`src/rtl/bin_to_bcd_seq.sv`:
```
`default_nettype none
// +----------------------------------------------------------------------------+
// | Module      : bin_to_bcd_seq                                               |
// | Description : Sequential binary-to-packed-BCD converter using              |
// |               shift-and-add-3, one operand bit per clock.                  |
// | Revision    : 1.0 - initial release                                        |
// +----------------------------------------------------------------------------+
module bin_to_bcd_seq #(
  parameter int BIN_WIDTH = 27,
  parameter int DIGITS    = 8
) (
  input  logic                  clk,
  input  logic                  reset_n,
  input  logic                  start,
  input  logic [BIN_WIDTH-1:0]  bin,
  output logic                  busy,
  output logic                  done,
  output logic [4*DIGITS-1:0]   bcd,
  output logic                  overflow
);

  function automatic logic [63:0] f_pow10(input int n);
    logic [63:0] r;
    r = 64'd1;
    for (int i = 0; i < n; i++) begin
      r = r * 64'd10;
    end
    return r;
  endfunction

  localparam int          c_cnt_w   = $clog2(BIN_WIDTH + 1);
  localparam int          c_cat_w   = 4 * DIGITS + BIN_WIDTH;
  localparam logic [63:0] c_max_val = f_pow10(DIGITS) - 64'd1;
  localparam logic [c_cnt_w-1:0] c_last_cnt = c_cnt_w'(BIN_WIDTH - 1);

  typedef enum logic [1:0] {
    S_IDLE  = 2'd0,
    S_SHIFT = 2'd1,
    S_DONE  = 2'd2
  } state_t;

  state_t               r_state;
  state_t               w_state_nxt;
  logic [BIN_WIDTH-1:0] r_bin_sh;
  logic [4*DIGITS-1:0]  r_scratch;
  logic [c_cnt_w-1:0]   r_cnt;
  logic                 r_ovf_int;
  logic                 r_busy;
  logic                 r_done;
  logic [4*DIGITS-1:0]  r_bcd;
  logic                 r_overflow;

  logic [4*DIGITS-1:0]  w_adj;
  logic [c_cat_w-1:0]   w_cat;
  logic [63:0]          w_bin_ext;

  // Add-3 correction per digit; digits never carry into each other.
  for (genvar g = 0; g < DIGITS; g++) begin : g_adj
    assign w_adj[4*g +: 4] = (r_scratch[4*g +: 4] >= 4'd5) ?
                             (r_scratch[4*g +: 4] + 4'd3) : r_scratch[4*g +: 4];
  end

  assign w_cat     = {w_adj, r_bin_sh} << 1;
  assign w_bin_ext = 64'(bin);

  always_ff @(posedge clk or negedge reset_n) begin
    if (!reset_n) begin
      r_state <= S_IDLE;
    end else begin
      r_state <= w_state_nxt;
    end
  end

  always_comb begin
    w_state_nxt = r_state;
    case (r_state)
      S_IDLE:  if (start) w_state_nxt = S_SHIFT;
      S_SHIFT: if (r_cnt == c_last_cnt) w_state_nxt = S_DONE;
      S_DONE:  w_state_nxt = S_IDLE;
      default: w_state_nxt = S_IDLE;
    endcase
  end

  always_ff @(posedge clk or negedge reset_n) begin
    if (!reset_n) begin
      r_bin_sh   <= '0;
      r_scratch  <= '0;
      r_cnt      <= '0;
      r_ovf_int  <= 1'b0;
      r_busy     <= 1'b0;
      r_done     <= 1'b0;
      r_bcd      <= '0;
      r_overflow <= 1'b0;
    end else begin
      r_done <= 1'b0;
      case (r_state)
        S_IDLE: begin
          if (start) begin
            r_bin_sh  <= bin;
            r_scratch <= '0;
            r_ovf_int <= (w_bin_ext > c_max_val);
            r_cnt     <= '0;
            r_busy    <= 1'b1;
          end
        end
        S_SHIFT: begin
          r_scratch <= w_cat[c_cat_w-1:BIN_WIDTH];
          r_bin_sh  <= w_cat[BIN_WIDTH-1:0];
          r_cnt     <= r_cnt + c_cnt_w'(1);
        end
        S_DONE: begin
          // Out-of-range operands saturate to all nines for the display.
          r_bcd      <= r_ovf_int ? {DIGITS{4'h9}} : r_scratch;
          r_overflow <= r_ovf_int;
          r_done     <= 1'b1;
          r_busy     <= 1'b0;
        end
        default: begin
          r_busy <= 1'b0;
        end
      endcase
    end
  end

  assign busy     = r_busy;
  assign done     = r_done;
  assign bcd      = r_bcd;
  assign overflow = r_overflow;

endmodule
`default_nettype wire

```
`config.mk`:
```
export PLATFORM = sky130hd
export DESIGN_NAME = bin_to_bcd_seq
export DESIGN_NICKNAME = d
export VERILOG_FILES = /design/src/rtl/bin_to_bcd_seq.sv
export SDC_FILE = /design/constraint.sdc
export NUM_CORES = 1
export LEC_CHECK = 0
export CORE_MARGIN = 3
export CORE_UTILIZATION = 55
export CTS_BUF_LIST = sky130_fd_sc_hd__clkbuf_2
export DETAILED_ROUTE_END_ITERATION = 16
export GPL_ROUTABILITY_DRIVEN = 0
export PLACE_DENSITY = 0.91
export SLEW_MARGIN = 20
export SYNTH_ARGS = -nofsm -noshare
export SYNTH_HDL_FRONTEND = slang
export SYNTH_SLANG_ARGS = --single-unit
```
`constraint.sdc`:
```
create_clock -name clk -period 2.15 [get_ports clk]
set_input_delay 0.215 -clock clk [delete_from_list [all_inputs] [get_ports clk]]
set_output_delay 0.215 -clock clk [all_outputs]
set_load 0.005 [all_outputs]
```
# After elaboration in Yosys (flattened, before gate mapping)
# Cells that the tools add are included.
[op_classes] bitwise=1 n_addsub=9 magnitude_cmp=9 n_eq_ne=5 mux=21 n_reduce_logical=6
[ops] cell="32-bit two-way mux" n=2
[ops] cell="32-bit one-hot mux with 2 select lines" n=1
[ops] cell="27-bit one-hot mux with 2 select lines" n=1
[ops] cell="4-bit by 3-bit >= comparator with 1-bit output, second input constant" n=8
[ops] cell="4-bit by 2-bit adder with 4-bit output, second input constant" n=7
[ops] cell="4-bit two-way mux" n=7
[ops] cell="27-bit greater-than comparator, second input constant" n=1
[ops] cell="27-bit two-way mux" n=1
[ops] cell="5-bit one-hot mux with 2 select lines" n=1
[ops] cell="2-bit AND reduction" n=4
[ops] cell="5-bit by 1-bit adder with 5-bit output, second input constant" n=1
[ops] cell="5-bit == test, second input constant" n=1
[ops] cell="5-bit two-way mux" n=1
[ops] cell="2-bit two-way mux" n=2
[ops] cell="2-bit inequality test, second input constant" n=2
[ops] cell="2-bit one-hot mux with 2 select lines" n=1
[ops] cell="3-bit by 2-bit adder with 3-bit output, second input constant" n=1
[ops] cell="3-bit two-way mux" n=1
[ops] cell="2-bit by 1-bit == test with 1-bit output, second input constant" n=1
[ops] cell="2-bit == test, second input constant" n=1
[ops] cell="2-bit logical NOT" n=1
[ops] cell="1-bit two-way mux" n=2
[ops] cell="1-bit one-hot mux with 2 select lines" n=1
[ops] cell="2-bit nonzero test" n=1
[ops] cell="1-bit inverter" n=1
[totals] regBits=102 out_inout_bits=35 inputBits=30 elab_cells=60

# Longest topological paths before layout
[depth] ltp_word=3 ltp_mapped=7

# Worst setup path after synthesis
# No wires, ideal clock.
[synth_timing] path_kind="register -> register" from="register r_scratch[4]" to="register r_scratch[6]" path_slack_ns=0.632 n_path_buf=0 stages_incl_launch_ff=7 arrival_ns=1.436 period_less_slack_ns=1.518 t_required_ns=2.067 cell_sequence="dfrtp_1 -> inv_1 -> ha_1 -> nand2b_1 -> a21oi_1 -> mux2_2 -> o21ai_0"
[synth_between] elab_chain_len=3 elab_cells_between_ends=4 cone_classes="add/sub: 1; order compare: 1; mux: 2"
[synth_rtl] item="from (decl)" line="45" source="logic [4*DIGITS-1:0] r_scratch;"
[synth_rtl] item="from (signal assigned)" line="107" source="r_scratch <= w_cat[c_cat_w-1:BIN_WIDTH];"
[synth_rtl] item="4-bit by 2-bit adder with 4-bit output / 4-bit by 3-bit >= comparator with 1-bit output (equally long branches)" line="60, 59"
[synth_rtl] item="4-bit two-way mux (*)" line="59" source="assign w_adj[4*g +: 4] = (r_scratch[4*g +: 4] >= 4'd5) ?"
[synth_rtl] item="32-bit one-hot mux with 2 select lines (*)" line="96" source="case (r_state)"
# Every way passes the cells marked *; elsewhere a longest branch is shown, timed or not.
# A chain may end at the register's enable or synchronous reset.

# Worst setup path in the final report
[layout_timing] from="register r_state[1]" to="register r_cnt[2]"
[layout_between] elab_chain_len=3 elab_cells_between_ends=6 cone_classes="eq/ne: 2; mux: 1; reduce/logical: 3"
[layout_rtl] item="from (decl)" line="42" source="state_t r_state;"
[layout_rtl] item="from (signal assigned)" line="70" source="r_state <= w_state_nxt;"
[layout_rtl] item="2-bit by 1-bit == test with 1-bit output / 2-bit logical NOT (equally long branches)" line="96"
[layout_rtl] item="2-bit nonzero test (no source line) / 2-bit inequality test (equally long branches)"
[layout_rtl] item="2-bit AND reduction (no source line)"
[layout_rtl] item="to (signal assigned)" line="109" source="r_cnt <= r_cnt + c_cnt_w'(1);"
[layout_rtl] item="to (decl)" line="46" source="logic [c_cnt_w-1:0] r_cnt;"
# Several ways; a longest one is shown, not always the timed one.

==> impl_metrics.yaml <==
outcome:
  status: "completed"
synthesis:
  yosys.area_share.simple_pct: 14.91
  synth-edff-count: 0
  synth_ff_type: "dfrtp_1"
  synth_cell_types: 38
  synth_warnings: 0
  synth_top_family_by_area: "compound AO/OA/AOI/OAI gates"
  ys_seq_area_share_pct: 52.09
  syn_nets: 546
  syn_inst: 498
  syn_area_sq_um: 4900
  synth_xor_area_share_pct: 2.681
  synth_fa_ha_area_share_pct: 4.597
  async_flop_share_pct: 100.0
  yosys_register_bits: 102
  synth_compound_area_share_pct: 18.34
  synth_mux_area_share_pct: 2.451
  synth.avg_cell_area_sq_um: 9.839
timing:
  whs_ns: 0.1413
  setup_slack_ns: 0.2952
  slew_viol_final: 0
  fin_tns_setup_ns: 0
  setup_viol_count_final: 0
  fmax_mhz: 539.1
  post-route-period-util_pct: 86.27
  hold_violations: 0
  rsz0062_at_grt: "false"
  fin_crit_ns: 1.855
  fin_skew_ns: 0.03929
  relSlewSlack_pct: 53.94
  worst_slew_pin_slew_ns: 0.6909
final_layout:
  fin_nets: 603
  syn_to_final_growth_pct: 17.57
  drive_gt1_share_pct: 7.857
place:
  hpwlAfterDp_um: 7202
  portBuffers: 64
  dp_slack_ns: 0.2608
cts:
  clock-root-buffer: "clkbuf_2"
  htree_levels: 3
  cts_made_buffers: 9
  cts_tree: "yes"
  clk_pin_slew_ns: 0.28
  cts_setup_buffers: 0
  cts_sinks: 102
  clock_path_buffers: 2
  clk_latency_ns: 0.57
global_routing:
  grt_max_degree: 49
  overflow: 0
  grt_pass1_wl_um: 17380
  grt_util_all_layers_pct: 21.24
  antenna_found_initial: 0
  grt_pass1_vias: 3801
setup_path:
  worst-path-max-fanout: 22
  critical_path_required_ns: 2.61
  r2r_end: "r_cnt[2]$_DFFE_PN0P_"
  crit_path_start_kind: "register"
  rrSetupSlack_ns: 0.30
  critPathCaptureType: "register"
  cp.arrival_ns: 2.32
  crit_chain: "buf_4, nand2b_1, buf_4, nor2_1, o21ai_0, o21ai_0"
  path_class: "reg -> reg"
  crit_slowest_cell: "dfrtp_1"
  rr_startpoint: "r_state[1]$_DFFE_PN0P_"
  r2r_cells: 6
  cpPeakStageDelay_ns: 0.71
die:
  core-area_sq_um: 8423
  die_w_um: 100.4
  die_area_sq_um: 10080
  ioPinCount: 65
  initial_core_util_pct: 58.17
  placementRows: 33
  die_h_um: 100.4
hold_path:
  holdCritPathClass: "in -> async"
detailed_routing:
  dr.pass1.iters: 6
  ant_nets: 0
  wl_per_cell_um: 15.57
  routed_wl_um: 10370
  drtIter0Drc: 189
  via_per_inst: 5.877
  drc_errors: 0
  vias: 3914
flow_run:
  maxCapViolCount: 0
pwr:
  power-per-cell-area_nw_per_um2: 1298
  ir_worst_vdd_mv: 0.4908
  p_leak_uw: 0.002533
## cell families after synthesis
group,Yosys count
buffers and inverters,53
adders and majority gates,18
AOI/OAI and AO/OA,147
xor gates and xnor gates,15
DFF,102
and+or+nand+nor,152
muxes,11
## cell usage after synthesis, drive strengths merged, types with 3 or more instances
master | instances | area [sq um]
o31ai | 17 | 127.6
nor2 | 22 | 87.58
xnor2 | 8 | 70.07
buf | 17 | 106.4
and2 | 24 | 150.1
inv | 20 | 75.07
nand4 | 3 | 18.77
mux2i | 3 | 30.03
a31oi | 24 | 150.1
a32o | 8 | 80.08
o21ai | 69 | 345.3
ha | 18 | 225.2
o32ai | 7 | 61.31
o22ai | 8 | 50.05
nand2 | 74 | 277.8
mux2 | 8 | 90.09
clkbuf | 16 | 60.06
dfrtp | 102 | 2552
nand3 | 3 | 15.01
a21oi | 10 | 50.05
nand2b | 17 | 106.4
xor2 | 7 | 61.31
## cell usage in the layout, fill, tap and decap left out, types with 3 or more instances in the layout
| cell type | instances |
|---|---|
| and2_1 | 24 |
| inv_1 | 19 |
| xor2_1 | 7 |
| o22ai_1 | 8 |
| nand2_1 | 73 |
| o32ai_1 | 7 |
| a32o_1 | 8 |
| dfrtp_1 | 102 |
| o21ai_1 | 3 |
| nand4_1 | 3 |
| ha_1 | 18 |
| nand2b_1 | 17 |
| mux2i_1 | 3 |
| nor2_1 | 20 |
| xnor2_1 | 8 |
| o31ai_1 | 17 |
| o21ai_0 | 66 |
| nand3_1 | 3 |
| clkbuf_2 | 10 |
| mux2_2 | 8 |
| a21oi_1 | 10 |
| a31oi_1 | 24 |
| buf_4 | 13 |
| clkdlybuf4s50_1 | 63 |
## worst max-delay path by stage
stage | slack, ns | start | to
after CTS | 0.30 | r_state[1]$_DFFE_PN0P_ | r_cnt[2]$_DFFE_PN0P_
after global placement | 0.33 | bin[11] | r_ovf_int$_DFFE_PN0P_
final | 0.30 | r_state[1]$_DFFE_PN0P_ | r_cnt[2]$_DFFE_PN0P_
after floorplan | 0.63 | r_scratch[4]$_DFFE_PN0P_ | r_scratch[6]$_DFFE_PN0P_
after global routing | 0.16 | r_state[1]$_DFFE_PN0P_ | r_cnt[2]$_DFFE_PN0P_
after detailed placement | 0.26 | start | r_cnt[2]$_DFFE_PN0P_
## registers in the layout, summed over array words and instances, names as in the netlist, 2 cells and up
name,cells
r_cnt,5
r_bin_sh,27
r_state,2
bcd,32
r_scratch,32
## cell type report
| class | count | area, sq um |
|---|---|---|
| repair buffers | 79 | 778.2 |
| clock buffers | 10 | 50.05 |
| diodes | 1 | 2.502 |
| multi-input cells | 343 | 2108 |
| clock inverters | 6 | 62.56 |
| flip-flops and latches | 102 | 2552 |
| inverters | 20 | 75.07 |
| fillers | 638 | 2663 |
| well taps | 105 | 131.4 |
## where the power goes
group          leakage [uW]  switching (uW)  internal, uW
Combinational       0.00118            1620          1680
Clock             0.0000656             627           268
Sequential          0.00128             576          2710
## repair_timing
item | 4_1_cts | 5_1_grt
hold buffers | 1 | 0
resized for setup | 0 | 0
endpoints found under the hold margin | 45 | 0
## worst max-delay path: cells and delay by family (launching register included)
family	cells	cell delay (ns)
AO/OA/AOI/OAI	2	0.28
flip-flops	1	0.71
AND/OR/NAND/NOR	2	0.21
buffers and inverters	2	0.56
## per-stage QoR
| step | cell area, sq um | total power [uW] | std cells | utilization [%] |
|---|---|---|---|---|
| 6_report | 5761 | 7478 | 666 | 68.39 |
| 5_1_grt | 5758 | 8048 | 665 | 68.36 |
| 4_1_cts | 5758 | 7516 | 665 | 68.36 |
| 3_5_place_dp | 5635 | 6625 | 648 | 66.90 |
| 3_3_place_gp | 5635 | 6357 | 648 | 66.90 |
| 2_1_floorplan | 4900 | 5378 | 498 | - |
## metal layers
| layer | share of wire (%) | GRT usage, % | wire, um |
|---|---|---|---|
| met4 | 1.6 | 7.876 | 161 |
| met1 | 45 | 29.29 | 4681 |
| met2 | 48 | 34.10 | 4967 |
| met3 | 5.4 | 3.405 | 559 |
| met5 | 0 | 0 | 0 |
(Power assumes the default switching activity.)
